File: src/rtl/sample_packer.sv
`timescale 1ns / 1ps
// Serial-to-parallel packer: SAMPLE_W-bit samples -> {flag, pad, N slots} words with valid/ready
// on both sides. Define PACKER_DROP_EN for a non-stallable upstream with a saturating drop_cnt port.
module sample_packer #(
  parameter int SAMPLE_W        = 10,
  parameter int OUT_W           = 256,
  parameter int FLAG_W          = 6,
  parameter int FRAMES_PER_FLAG = 50000
) (
  input  logic                clk,
  input  logic                nrst,
  input  logic                in_valid,
  output logic                in_ready,
  input  logic [SAMPLE_W-1:0] in_data,
  input  logic                in_last,
  output logic                out_valid,
  input  logic                out_ready,
  output logic [OUT_W-1:0]    out_data,
  output logic                out_last
`ifdef PACKER_DROP_EN
  ,
  output logic [15:0]         drop_cnt
`endif
);

  localparam int N      = (OUT_W - FLAG_W) / SAMPLE_W;
  localparam int DATA_W = N * SAMPLE_W;
  localparam int SLOT_W = (N > 1) ? $clog2(N) : 1;
  localparam int FC_W   = (FRAMES_PER_FLAG > 1) ? $clog2(FRAMES_PER_FLAG) : 1;

  localparam logic [SLOT_W-1:0] LAST_SLOT = SLOT_W'(N - 1);
  localparam logic [FC_W-1:0]   FC_MAX    = FC_W'(FRAMES_PER_FLAG - 1);
  localparam logic [FLAG_W-1:0] FLAG_MAX  = '1;

  logic [DATA_W-1:0] pack_data;
  logic [DATA_W-1:0] merged;
  logic [DATA_W-1:0] src_data;
  logic [SLOT_W-1:0] slot;
  logic              pack_full;
  logic              pack_last;
  logic [FC_W-1:0]   frame_cnt;
  logic [FLAG_W-1:0] flag_cnt;
  logic [OUT_W-1:0]  load_word;
  logic              accept;
  logic              complete;
  logic              out_free;
  logic              load_en;
  logic              src_last;
  logic              dropped;

  // The pack register doubles as the accumulator and the one-word skid buffer.
  assign in_ready = ~pack_full;
  assign accept   = in_valid & ~pack_full;
  assign complete = accept & ((slot == LAST_SLOT) | in_last);
  assign out_free = ~out_valid | out_ready;

`ifdef PACKER_DROP_EN
  assign dropped = in_valid & pack_full;
`else
  assign dropped = 1'b0;
`endif

  // NOTE: every always_comb output gets a default first so no path leaves it unassigned (no latch).
  always_comb begin
    merged = pack_data;
    for (int k = 0; k < N; k++) begin
      if (slot == SLOT_W'(k)) merged[k*SAMPLE_W +: SAMPLE_W] = in_data;
    end
  end

  always_comb begin
    src_data  = merged;
    src_last  = in_last;
    load_en   = complete & out_free;
    if (pack_full) begin
      src_data = pack_data;
      // A last-flagged sample dropped while a word is held still closes that frame.
      src_last = pack_last | (dropped & in_last);
      load_en  = out_free;
    end
    load_word                 = '0;
    load_word[DATA_W-1:0]     = src_data;
    if (src_last) load_word[OUT_W-1 -: FLAG_W] = flag_cnt;
  end

  // NOTE: sequential state uses non-blocking assignments so every register samples pre-edge values.
  always_ff @(posedge clk or negedge nrst) begin
    if (!nrst) begin
      out_valid <= 1'b0;
      out_data  <= '0;
      out_last  <= 1'b0;
      pack_data <= '0;
      pack_full <= 1'b0;
      pack_last <= 1'b0;
      slot      <= '0;
      frame_cnt <= '0;
      flag_cnt  <= FLAG_W'(1);
    end else begin
      if (out_valid && out_ready) out_valid <= 1'b0;

      if (load_en) begin
        out_valid <= 1'b1;
        out_data  <= load_word;
        out_last  <= src_last;
        if (src_last) begin
          if (frame_cnt == FC_MAX) begin
            frame_cnt <= '0;
            flag_cnt  <= (flag_cnt == FLAG_MAX) ? FLAG_W'(1) : flag_cnt + 1'b1;
          end else begin
            frame_cnt <= frame_cnt + 1'b1;
          end
        end
      end

      if (pack_full) begin
        if (out_free) begin
          pack_full <= 1'b0;
          pack_data <= '0;
          pack_last <= 1'b0;
        end else if (dropped && in_last) begin
          pack_last <= 1'b1;
        end
      end else if (accept) begin
        if (complete) begin
          slot <= '0;
          if (out_free) begin
            pack_data <= '0;
          end else begin
            pack_data <= merged;
            pack_last <= in_last;
            pack_full <= 1'b1;
          end
        end else begin
          pack_data <= merged;
          slot      <= slot + 1'b1;
        end
      end
    end
  end

`ifdef PACKER_DROP_EN
  always_ff @(posedge clk or negedge nrst) begin
    if (!nrst) begin
      drop_cnt <= '0;
    end else if (dropped && drop_cnt != 16'hFFFF) begin
      drop_cnt <= drop_cnt + 16'd1;
    end
  end
`endif

endmodule

File: config.mk
export PLATFORM = sky130hd
export DESIGN_NAME = sample_packer
export DESIGN_NICKNAME = d
export VERILOG_FILES = /design/src/rtl/sample_packer.sv
export SDC_FILE = /design/constraint.sdc
export NUM_CORES = 1
export LEC_CHECK = 0
export CAP_MARGIN = 25
export CORE_MARGIN = 3
export CORE_UTILIZATION = 30
export DETAILED_ROUTE_END_ITERATION = 12
export PLACE_DENSITY_LB_ADDON = 0.15
export SYNTH_ARGS = -nofsm -noshare
export SYNTH_HDL_FRONTEND = slang
export SYNTH_SLANG_ARGS = --single-unit
File: constraint.sdc
create_clock -name clk -period 7.75 [get_ports clk]
set_input_delay 0.775 -clock clk [delete_from_list [all_inputs] [get_ports clk]]
set_output_delay 0.775 -clock clk [all_outputs]
set_load 0.02 [all_outputs]
==> results of run 1 <==
-- state kept, by name, summed over array words and instances (netlist names) --
register	flops
out_data	256
pack_data	250
frame_cnt	16
flag_cnt	6
slot	5
out_last	1
out_valid	1
pack_full	1
pack_last	1
-- layer usage --
| layer | up-vias | share of wire, % | GRT usage (%) |
|---|---|---|---|
| met2 | 371 | 46 | 27.2 |
| met3 | 88 | 5.3 | 3.71 |
| li1 | 6844 | - | - |
| met1 | 8206 | 47 | 24.7 |
| met5 | - | 0 | 0 |
| met4 | 0 | 1.8 | 3.80 |
-- layout make-up --
class,instances,area [sq um],share of cell area (%)
Timing Repair Buffer,310,3030,10.2
Inverter,10,37.5,0.127
Sequential cell,537,13400,45.3
Clock buffer,86,1760,5.94
Clock inverter,26,305,1.03
Tap cell,1040,1300,4.39
Multi-Input combinational cell,994,9780,33.0
-- critical path, cell delays in order --
cell             delay (ps)
clkdlybuf4s50_1         700
clkinv_1                350
a21oi_1                 360
o21a_4                  680
buf_12                  660
mux2_2                  420
-- cell usage in the layout (no fill, tap or decap), types with 5 or more instances in the layout --
cell type,instances
nand4_1,11
inv_1,9
clkinvlp_4,8
nand3_1,15
nand2_1,19
clkbuf_16,61
dfrtp_1,536
o21ai_0,9
xnor2_1,6
a211oi_2,7
a32o_1,60
buf_4,28
nor3b_2,7
clkbuf_1,11
and3_1,18
nor2_1,13
nor4_1,5
mux2_2,504
and2_1,14
a22o_1,200
buf_2,11
nand2_2,9
a21oi_1,9
nand2b_1,5
nor2b_1,9
clkdlybuf4s50_1,261
bufinv_16,5
clkinv_2,9
ha_1,7
a311oi_2,15
clkbuf_8,14
nor3_1,5
-- worst max path at each step --
stage	startpoint	cells after the start	to
5_1_grt	slot[0]$_DFFE_PN0P_	7	out_data[130]$_DFFE_PN0P_
4_1_cts	slot[0]$_DFFE_PN0P_	7	out_data[65]$_DFFE_PN0P_
6_report	in_last	6	out_data[130]$_DFFE_PN0P_
2_1_floorplan	slot[0]$_DFFE_PN0P_	8	out_data[221]$_DFFE_PN0P_
3_3_place_gp	in_last	6	out_data[95]$_DFFE_PN0P_
3_5_place_dp	in_last	6	out_data[130]$_DFFE_PN0P_
-- power breakdown --
group | internal, mW | total (mW) | switching (mW)
clock | 1.75 | 2.95 | 1.20
sequential | 2.93 | 3.03 | 0.101
combinational | 0.345 | 0.860 | 0.515
-- cell usage after synthesis, types with 2 or more instances --
| cell | instances | area [sq um] |
|---|---|---|
| o21a_1 | 2 | 15.0 |
| nor3b_2 | 7 | 87.6 |
| mux2_2 | 504 | 5680 |
| a211oi_2 | 7 | 87.6 |
| ha_1 | 7 | 87.6 |
| a32o_1 | 60 | 601 |
| buf_4 | 29 | 218 |
| nor2_1 | 14 | 52.6 |
| o22ai_1 | 2 | 12.5 |
| xnor2_1 | 6 | 52.6 |
| o31ai_1 | 4 | 30.0 |
| nand2_1 | 19 | 71.3 |
| nand3_1 | 15 | 75.1 |
| nor4_1 | 5 | 31.3 |
| a21oi_1 | 9 | 45.0 |
| or4_1 | 3 | 22.5 |
| nand2_2 | 9 | 56.3 |
| a31oi_1 | 2 | 12.5 |
| nand2b_1 | 5 | 31.3 |
| inv_1 | 9 | 33.8 |
| nor2b_1 | 12 | 75.1 |
| or3_1 | 2 | 12.5 |
| o41ai_1 | 2 | 17.5 |
| o21ai_0 | 9 | 45.0 |
| nand2_4 | 3 | 33.8 |
| clkbuf_1 | 84 | 315 |
| and4_1 | 2 | 17.5 |
| nand4_1 | 11 | 68.8 |
| and3_1 | 18 | 113 |
| a311oi_2 | 15 | 225 |
| nor4_2 | 2 | 25.0 |
| dfrtp_1 | 536 | 13400 |
| a21o_1 | 2 | 15.0 |
| clkbuf_2 | 2 | 10.0 |
| a211oi_1 | 3 | 22.5 |
| buf_1 | 4 | 15.0 |
| and2_1 | 14 | 87.6 |
| a22o_1 | 200 | 1750 |
| buf_2 | 17 | 85.1 |
| nor3_1 | 7 | 35.0 |
-- per-stage QoR --
step	cell area, sq um	hold WS, ps	cells	util, %	power [mW]
floorplan	23800	460	1678	-	3.54
global placement	27500	468	2883	35.2	3.94
detailed placement	27500	476	2886	35.3	3.95
finish	29700	283	3003	38.0	6.84
CTS	29600	298	2998	37.9	6.95
global route	29700	319	3003	38.0	7.13
-- cells by family after synthesis --
family	synth area share [%]
mux	23.8
compound gates	12.2
fa+ha+maj	0.367
xor+xnor	0.220
simple gates	4.09
flops	56.4
buf+inv	2.90
==> summary.txt, run 1 <==
CTS
  • Clock Latency Late Sink: 630 ps
  • CTS buffer count: 61
  • Worst-path clk slew: 60 ps
  • Hold buffers post-CTS: 0
  • Post-CTS sizing: 0
  • Setup Fix Bufs, Post-CTS: 0
  • CTS max path bufs: 3
  • CTS tree: built
  • CTS root buf: clkbuf_16
  • H-tree levels: 2
  • # clock sinks: 537

Synth
  • Avg Cell Area, Syn: 14.2 sq um
  • Synthesized flop and latch total: 537
  • Synthesized Nets: 1700
  • Post-synthesis sequential area ratio: 56.4%
  • Mapped cell area: 23800 sq um
  • Asr flop ratio synth: 100%
  • Gate Count Post-Synth: 1678
  • Synth warnings: 0
  • Library cells used by synthesis: 55
  • Post-synth top flop: dfrtp_1
  • Post-synth EDFFs: 0

Drt
  • Initial DRC count: 1171
  • WL per Instance: 24.1 um
  • Final wirelength: 72300 um
  • First-pass iteration count of the detailed router: 5
  • Drc violations: 0
  • Vias: 15509
  • Post-DR vias/cell: 5.16
  • Detail Route Antenna Nets: 0

Timing
  • TNS Setup: 0 ps
  • Slew @ Worst Pin: 1040 ps
  • Slew Viols, Final: 0
  • Slew margin rel.: 30.5%
  • Final setup fails: 0
  • Final period util: 48.2%
  • FMAX: 268 MHz
  • Final Skew: 27.8 ps
  • RSZ-0062 raised after global routing: no
  • Final min period: 3740 ps
  • Worst setup margin: 4010 ps
  • Final Hold Fails: 0

Floorplanning
  • Rows: 102
  • Total die area: 82900 sq um
  • Core Box Area: 78100 sq um
  • I/O Pins: 274
  • Initial Utilization: 30.5%
  • Die X: 288 um
  • Die Y: 288 um

Final layout
  • Nets: 1936
  • Layout cells sized above 1: 36.3%
  • Fillers: 7395
  • Synth-to-Final Area Change: 24.4%
  • # diodes: 0

Global routing
  • Overflow after GRT: 0
  • Largest net degree at the start of global routing: 172
  • Initial antenna violation count: 3
  • Total GRT Usage: 17.4%
  • Number of global-route vias before repair: 16429
  • First-pass GRT wire length: 109000 um

Status
  • Status: finished, final reports clean

Critical path
  • CP required: 8250 ps
  • Reg2Reg Setup Slack: 4060 ps
  • Kind of critical path: input pin to register
  • R2R Path Start: slot[0]$_DFFE_PN0P_
  • Reg2reg path depth: 7
  • Crit Reg-Reg Endpoint: out_data[130]$_DFFE_PN0P_
  • Setup crit end kind: register
  • Critical path fanouts, max: 155
  • Crit path DAT: 4230 ps
  • Startpoint Class: input pin

Placement
  • Pre-CTS WS: 3400 ps
  • RePlAce Congestion: 0.756
  • IO Port Bufs: 273
  • Final HPWL DP: 43600 um

Hold path
  • Hold Path Class: input pin to asynchronous set/reset pin

Power
  • Pwr per Cell Area: 231 nW/um^2
  • LEAKAGE: 13.7 nW
  • Max IR drop VDD: 0.172 mV

Run
  • Max-cap violations: 0
(Power assumes the default switching activity.)
==> run 2, diff against run 1 <==
clock period = 3.2 ns   (was 7.75 ns; I/O delays follow)
==> run 2 against run 1 <==
Largest cell class unchanged. Cell count grew 1.6%. Sequential power grew 140%. Sequential cell count is the same. Via count grew 0.90%. Die area is the same. Non-clock buffer count grew 54. Sequential share of layout area shrank 0.71 points. Clock-buffer cell count shrank 1.
==> summary.txt, run 2 (same netlist as run 1, synthesis figures left out) <==
Critical path
  • Startpoint Class: register
  • CP required: 3700 ps
  • Critical path fanouts, max: 11
  • Setup crit end kind: register
  • Crit path DAT: 3140 ps
  • Kind of critical path: register to register

Final layout
  • Synth-to-Final Area Change: 26.3%
  • Fillers: 7448
  • Regs by FF count: out_data: 256 flops, pack_data: 250 flops, frame_cnt: 16 flops
  • Layout cells sized above 1: 37.7%
  • Post-route cell area: 30100 sq um
  • Storage element area: 13400 sq um
  • # diodes: 0
  • Layout Utilization: 38.6%
  • Most common cell after layout, fill and taps aside: dfrtp_1
  • Footprint of the multi-input gates: 9780 sq um
  • Commonest non-fill, non-tap cells in the layout: dfrtp_1 (536), mux2_2 (504), clkdlybuf4s50_1 (261)
  • Largest register FFs: 256
  • Nets: 1989
  • Top reg by flops: out_data

Timing
  • Final Skew: 13.1 ps
  • RSZ-0062 raised after global routing: no
  • Worst setup margin: 559 ps
  • Final Hold Fails: 0
  • TNS Setup: 0 ps
  • Slew @ Worst Pin: 1060 ps
  • Slew margin rel.: 29.4%
  • Final period util: 82.5%
  • FMAX: 379 MHz
  • Slew Viols, Final: 0
  • Final setup fails: 0
  • Final min period: 2640 ps

Power
  • Power, Total: 16.7 mW
  • Pwr per Cell Area: 554 nW/um^2
  • LEAKAGE: 14.0 nW
  • Max IR drop VDD: 0.444 mV

CTS
  • H-tree levels: 2
  • Setup Fix Bufs, Post-CTS: 0
  • Post-CTS sizing: 0
  • CTS tree: built
  • CTS root buf: clkbuf_16
  • Clock Latency Late Sink: 620 ps
  • CTS max path bufs: 3
  • CTS buffer count: 60
  • Worst-path clk slew: 60 ps
  • # clock sinks: 537
  • Hold buffers post-CTS: 1

Floorplanning
  • I/O Pins: 274
  • Die Y: 288 um
  • Initial Utilization: 30.5%
  • Rows: 102
  • Total die area: 82900 sq um
  • Die X: 288 um
  • Core Box Area: 78100 sq um

Placement
  • RePlAce Congestion: 0.788
  • IO Port Bufs: 273
  • Pre-CTS WS: 353 ps
  • Final HPWL DP: 47900 um
  • Placed Area: 28100 sq um

Global routing
  • First-pass GRT wire length: 110000 um
  • Number of global-route vias before repair: 16630
  • Overflow after GRT: 0
  • Largest net degree at the start of global routing: 92
  • Total GRT Usage: 17.5%
  • Initial antenna violation count: 3

Drt
  • WL per Instance: 24.1 um
  • Vias: 15648
  • Detail Route Antenna Nets: 0
  • Post-DR vias/cell: 5.13
  • First-pass iteration count of the detailed router: 5
  • Drc violations: 0
  • Initial DRC count: 997
  • Final wirelength: 73600 um

Run
  • Max-cap violations: 0

Hold path
  • Hold Path Class: input pin to register

Status
  • Status: finished, final reports clean
-- run 2: cell count changes in the layout (fill, tap and decap cells not counted), moves of 2 or more --
cell / delta
inv_6: +2
buf_12: +7
buf_4: +50
clkbuf_8: -2
buf_6: -4
clkinvlp_4: -6
clkinv_8: -2
bufinv_16: +2
-- run 2: where the power goes --
part	switching (mW)	internal (mW)	leakage, nW
combinational	1.28	0.914	5.61
sequential	0.224	7.09	7.42
clock	2.87	4.31	1.00
total	4.37	12.3	14.0
-- run 2: worst paths after layout --
check / start / slack [ps] / endpoint / cells after the start
setup / recovery: slot[1]$_DFFE_PN0P_ / 560 / out_data[210]$_DFFE_PN0P_ / 8
hold / removal: in_data[8] / 270 / pack_data[248]$_DFFE_PN0P_ / 2
setup reg to reg: slot[1]$_DFFE_PN0P_ / 560 / out_data[210]$_DFFE_PN0P_ / 8
hold reg to reg: pack_data[184]$_DFFE_PN0P_ / 490 / pack_data[184]$_DFFE_PN0P_ / 1
max in group asynchronous: nrst / 1920 / pack_data[23]$_DFFE_PN0P_ / 3
min in group asynchronous: nrst / 300 / out_data[187]$_DFFE_PN0P_ / 2
-- run 2: cell type report --
type | instances | area share, %
timing repair buffer | 364 | 11.7
multi-input combinational | 994 | 32.5
clock buffer | 85 | 5.76
inverter | 10 | 0.125
tap | 1040 | 4.32
sequential | 537 | 44.6
clock inverter | 22 | 1.00
-- run 2: critical path: stages, from the launching register on --
cell,delay [ps]
dfrtp_1,410
inv_1,110
ha_1,160
buf_4,170
nor3b_2,180
buf_4,220
and3_1,570
mux2_2,430
mux2_2,270
-- run 2: routing by layer --
layer  global-route usage [%]  part of all wire, %  vias to the layer above  wire, um
li1                         -                    -                     6952         -
met1                     24.9                   48                     8261     35000
met2                     27.7                   46                      353     34000
met3                     3.33                  4.6                       82      3410
met4                     3.58                  1.6                        0      1190
met5                        0                    0                        -         0
-- run 2: through the flow --
stage,std cells,hold slack [ps]
after floorplan,1678,24.4
after global placement,2943,394
after detailed placement,2944,390
after CTS,3052,216
after global routing,3052,241
final,3052,266
==> run 3, diff against run 2 <==
clock period = 2.2 ns   (was 3.2 ns; I/O delays follow)
==> run 3 against run 2 <==
Non-clock buffer count grew 92. Largest cell class unchanged. Clock skew increased by 13 ps. Highest routed layer unchanged. Total power grew 51%. Setup slack lost 490 ps. Routed wire length up 0.33%. Maximum frequency up 24%. Critical endpoint is now out_data[217]$_DFFE_PN0P_. Critical path depth unchanged. Register-to-register slack worse by 490 ps.
==> summary.txt, run 3 (same netlist as run 1, synthesis figures left out) <==
Placement
  • RePlAce Congestion: 0.767
  • Final HPWL DP: 49100 um
  • IO Port Bufs: 273
  • Placed Area: 29200 sq um

CTS
  • CTS root buf: clkbuf_16
  • H-tree levels: 3
  • CTS max path bufs: 3
  • CTS buffer count: 66
  • Clock Latency Late Sink: 600 ps
  • Worst-path clk slew: 60 ps
  • CTS tree: built
  • # clock sinks: 537

Drt
  • WL per Instance: 23.4 um
  • Vias: 16023
  • Drc violations: 0
  • Detail Route Antenna Nets: 0
  • Initial DRC count: 766
  • Post-DR vias/cell: 5.08
  • Final wirelength: 73800 um
  • First-pass iteration count of the detailed router: 5

Timing
  • Slew margin rel.: 54.0%
  • Final period util: 97.0%
  • RSZ-0062 raised after global routing: yes
  • Slew Viols, Final: 0
  • Slew @ Worst Pin: 691 ps
  • Final Hold Fails: 0
  • TNS Setup: 0 ps
  • Final setup fails: 0
  • Final min period: 2130 ps
  • Hold_ws: 119 ps
  • FMAX: 469 MHz
  • Final Skew: 26.3 ps

Final layout
  • Most common cell after layout, fill and taps aside: dfrtp_1
  • Post-route cell area: 31700 sq um
  • Synth-to-Final Area Change: 32.8%
  • Storage element area: 13400 sq um
  • Layout Utilization: 40.6%
  • Fillers: 7323
  • Largest register FFs: 256
  • Layout cells sized above 1: 41.3%
  • Nets: 2089
  • Footprint of the multi-input gates: 9970 sq um
  • Top reg by flops: out_data
  • Regs by FF count: out_data: 256 flops, pack_data: 250 flops, frame_cnt: 16 flops
  • Commonest non-fill, non-tap cells in the layout: dfrtp_1 (535), mux2_2 (497), clkdlybuf4s50_1 (260)

Status
  • Status: finished, final reports clean

Global routing
  • Largest net degree at the start of global routing: 104
  • Total GRT Usage: 17.6%
  • Number of global-route vias before repair: 17006
  • Overflow after GRT: 0
  • Initial antenna violation count: 1
  • First-pass GRT wire length: 111000 um

Power
  • Power, Total: 25.2 mW
  • Pwr per Cell Area: 795 nW/um^2
  • LEAKAGE: 14.8 nW
  • Sequential power share: 42.3%
  • Net Sw Power: 6.61 mW
  • Max IR drop VDD: 0.451 mV
  • Proportion of power drawn by the clock network: 43.7%
  • Int Pwr: 18.6 mW
  • Logic pwr share: 14.0%
  • Sw Ratio: 26.2%

Critical path
  • Critical path fanouts, max: 6
  • Startpoint Class: register
  • Most Frequent Cell on Critical Path: mux2_2
  • Crit path DAT: 2600 ps
  • CP required: 2670 ps
  • Reg2reg path depth: 8
  • CP max stage delay: 390 ps
  • WP buf/inv: 3
  • Kind of critical path: register to register
  • Crit path cell chain: inv_2, buf_4, ha_1, nor3b_4, buf_6, and3_4, mux2_2, mux2_2
  • CP Depth: 8
  • Top cell family by delay on the critical path: multiplexers
  • Reg2Reg Setup Slack: 70 ps
  • Slowest stage cell, crit path: dfrtp_1
  • Crit Reg-Reg Endpoint: out_data[217]$_DFFE_PN0P_
  • R2R Path Start: slot[1]$_DFFE_PN0P_
  • Setup crit end kind: register

Floorplanning
  • I/O Pins: 274
  • Core Box Area: 78100 sq um
  • Die X: 288 um
  • Rows: 102
  • Total die area: 82900 sq um
  • Die Y: 288 um
  • Initial Utilization: 30.5%

Hold path
  • Hold Path Class: input pin to asynchronous set/reset pin

Run
  • Max-cap violations: 0
==> run 3: timing repair <==
| item | in CTS | in global routing |
|---|---|---|
| hold buffers | 1 | 0 |
| resized for setup | 4 | 41 |
| pin swaps | 0 | 5 |
| setup buffers | 0 | 4 |
| setup endpoints to repair | 53 | 241 |
| cloned | 0 | 4 |
| endpoints found under the hold margin | 415 | 0 |
==> run 3: worst max-delay path by stage <==
stage | from | endpoint
after floorplan | slot[0]$_DFFE_PN0P_ | out_data[221]$_DFFE_PN0P_
after global placement | out_ready | frame_cnt[15]$_DFFE_PN0P_
after detailed placement | out_ready | pack_data[202]$_DFFE_PN0P_
after CTS | slot[1]$_DFFE_PN0P_ | out_data[179]$_DFFE_PN0P_
after global routing | slot[1]$_DFFE_PN0P_ | out_data[217]$_DFFE_PN0P_
final | slot[1]$_DFFE_PN0P_ | out_data[217]$_DFFE_PN0P_
==> run 3: routing by layer <==
metal	wire, um	share of wire, %	global-route usage [%]
met5	0	0	0
met4	1450	2.0	4.24
met3	3380	4.6	3.69
met2	35000	47	28.2
met1	34000	46	24.2
==> run 3: worst reg2reg max path, cell delays in order, from the launching register on <==
cell and delay [ps]:
dfrtp_1 390, inv_2 90, buf_4 110, ha_1 170, nor3b_4 200, buf_6 150, and3_4 270, mux2_2 390
mux2_2 270
==> run 3: power by group through the flow <==
stage / combinational [mW] / sequential (mW) / clock [mW]
floorplan: 1.47 / 11.0 / 0
global placement: 3.47 / 10.8 / 0
detailed placement: 3.50 / 10.8 / 0
CTS: 3.52 / 10.7 / 11.4
global route: 3.80 / 10.7 / 11.7
finish: 3.53 / 10.6 / 11.0
==> run 3: metrics by stage <==
step           instances  worst slack, ps
2_1_floorplan       1678            -42.1
3_3_place_gp        3030             -230
3_5_place_dp        3030             -168
4_1_cts             3145            -4.49
5_1_grt             3153            -18.0
6_report            3154             66.0
==> run 3: final cells by class <==
cell class / count / area share, %
diodes: 1 / 0.00790
clock inverters: 19 / 0.838
multi-input cells: 996 / 31.5
clock buffers: 95 / 6.07
repair buffers: 456 / 14.9
well taps: 1040 / 4.11
flip-flops and latches: 537 / 42.4
inverters: 10 / 0.119
==> RTL edit (flow settings as in run 1) <==
Add a define of `PACKER_DROP_EN`.
--- a/src/rtl/sample_packer.sv
+++ b/src/rtl/sample_packer.sv
@@ -1,6 +1,8 @@
 `timescale 1ns / 1ps
 // Serial-to-parallel packer: SAMPLE_W-bit samples -> {flag, pad, N slots} words with valid/ready
 // on both sides. Define PACKER_DROP_EN for a non-stallable upstream with a saturating drop_cnt port.
+`define PACKER_DROP_EN
+
 module sample_packer #(
   parameter int SAMPLE_W        = 10,
   parameter int OUT_W           = 256,
New outputs: drop_cnt. Function: not settled (the Yosys comparison gave no result); the edit may change what the design does.
==> RTL edit against run 1 <==
  * Area after synthesis up 2.7%
  * Count of clock-buffer cells in the layout rose by 13
  * Sequential cell count is 16 higher
  * Sequential power is 3% higher
  * Total power increased by 4.7%
  * Synthesized cell count is 4.8% higher
  * Register-to-register slack better by 0.06 ns
  * Cell area is 3.4% higher
  * Routed wire length grew 0.76%
  * Worst setup slack better by 0.11 ns
  * Critical endpoint is now out_data[70]
  * Largest cell class unchanged
  * Largest power group is now clock
==> RTL edit: results (changes against run 1) <==
{
  "largest_registers": "out_data (256), pack_data (250)",
  "cts_inserted_buffers": {"value": 66, "change": "+8.2%"},
  "dpl_worst_slack": {"value": 3.42, "unit": "ns", "change": "+0.0176 ns"},
  "post_layout_nonfiller_instances": {"value": 3125, "change": "+4.1%"},
  "outcome": "finished clean",
  "synth_adder_area_share": {"value": 0.409, "unit": "%", "change": "+0.042 points"},
  "holdWs": {"value": 0.0708, "unit": "ns", "change": "-0.213 ns"},
  "worst-path-max-fanout": {"value": 133, "change": "-14%"},
  "nets": {"value": 2038, "change": "+5.3%"},
  "postSynthNetCount": {"value": 1781, "change": "+4.8%"},
  "crit_arrival": {"value": 4.11, "unit": "ns", "change": "-0.12 ns"},
  "post-place-cells": {"value": 3004, "change": "+4.1%"},
  "vias": {"value": 16100, "change": "+3.7%"},
  "wl_met2": {"value": 34.9, "unit": "mm", "change": "+5.3%"},
  "leakage": {"value": 14.1, "unit": "nW", "change": "+2.9%"},
  "synth.yosys.seq_area_share": {"value": 56.5, "unit": "%", "change": "+0.17 points"},
  "number_of_antenna_violations_at_the_first_check_in_global_routing": {"value": 2, "change": "-1"},
  "globalplace.congestion": {"value": 0.741, "change": "-2.0%"},
  "crit_path_max_incr_delay": {"value": 0.51, "unit": "ns", "change": "-0.19 ns"},
  "reg2reg_slack": {"value": 4.12, "unit": "ns", "change": "+0.06 ns"},
  "max-vdd-ir-drop": {"value": 0.000147, "unit": "V", "change": "-14%"},
  "synth.area.mux_share": {"value": 23.3, "unit": "%", "change": "-0.58 points"},
  "number_of_filler_cells_placed_in_the_layout": {"value": 7719, "change": "+4.4%"},
  "route.top_layer_used": "met5",
  "crit-reg2reg-capture": "out_data[70]",
  "port-buffer-count": {"value": 289, "change": "+5.9%"},
  "drt_iter0_markers": {"value": 832, "change": "-29%"},
  "cts_htree_levels": {"value": 3, "change": "+1"},
  "yosys-top-cells-area": "dfrtp_1 (56%), mux2_2 (23%), a22o_1 (7.0%)",
  "clock_latency": {"value": 0.60, "unit": "ns", "change": "-0.03 ns"},
  "met3RoutedLength": {"value": 3.15, "unit": "mm", "change": "-18%"},
  "worst_slew_margin_rel": {"value": 28.4, "unit": "%", "change": "-2.1 points"},
  "synth-compound-area-share": {"value": 11.8, "unit": "%", "change": "-0.38 points"},
  "proportion_of_total_power_due_to_net_switching": {"value": 26.4, "unit": "%", "change": "-0.20 points"},
  "grt_pass1_wl": {"value": 111, "unit": "mm", "change": "+1.5%"},
  "crit_path_top_delay_cell": "buf_12",
  "synth_cell_type_count": {"value": 56, "change": "+1.8%"},
  "grt_pass1_vias": {"value": 17100, "change": "+4.1%"},
  "post_synth_xor_area_fraction": {"value": 0.572, "unit": "%", "change": "+0.35 points"}
}
==> RTL edit: cell count changes in the layout (fill, tap and decap cells not counted), moves of 6 or more <==
cell	change
nor2_1	+6
dfrtp_1	+16
a311oi_2	-8
clkdlybuf4s50_1	+16
nor3_1	+9
nand2_1	+21
nand3_1	+18
nand2_2	-7
and2_1	-11
clkinvlp_4	-7
clkbuf_16	+6
==> RTL edit: per-layer routing <==
layer	vias to the layer above	GRT usage, %
li1	7149	-
met1	8497	23.1
met2	334	27.6
met3	104	3.09
met4	2	4.77
met5	-	0
==> RTL edit: final cells by class <==
type | instances | area, µm² | area share [%]
diodes | 2 | 5.00 | 0.0163
clock buffers | 99 | 1970 | 6.42
clock inverters | 17 | 233 | 0.759
inverters | 11 | 41.3 | 0.135
multi-input cells | 1056 | 10000 | 32.8
flip-flops and latches | 553 | 13800 | 45.2
well taps | 1060 | 1330 | 4.33
repair buffers | 327 | 3190 | 10.4
==> RTL edit: power by group through the flow <==
stage	registers [mW]	clock network, mW	logic, mW
2_1_floorplan	3.24	0	0.400
3_3_place_gp	3.18	0	0.880
3_5_place_dp	3.18	0	0.888
4_1_cts	3.13	3.26	0.891
5_1_grt	3.15	3.37	0.944
6_report	3.13	3.15	0.875
==> RTL edit: worst max path at each step <==
| stage | depth (start not counted) | end | slack, ns |
|---|---|---|---|
| detailed placement | 6 | out_data[70] | 3.42 |
| global route | 8 | out_data[61] | 3.98 |
| CTS | 7 | out_data[18] | 3.85 |
| global placement | 6 | out_data[73] | 3.50 |
| finish | 8 | out_data[70] | 4.12 |
| floorplan | 10 | out_data[0] | 5.43 |
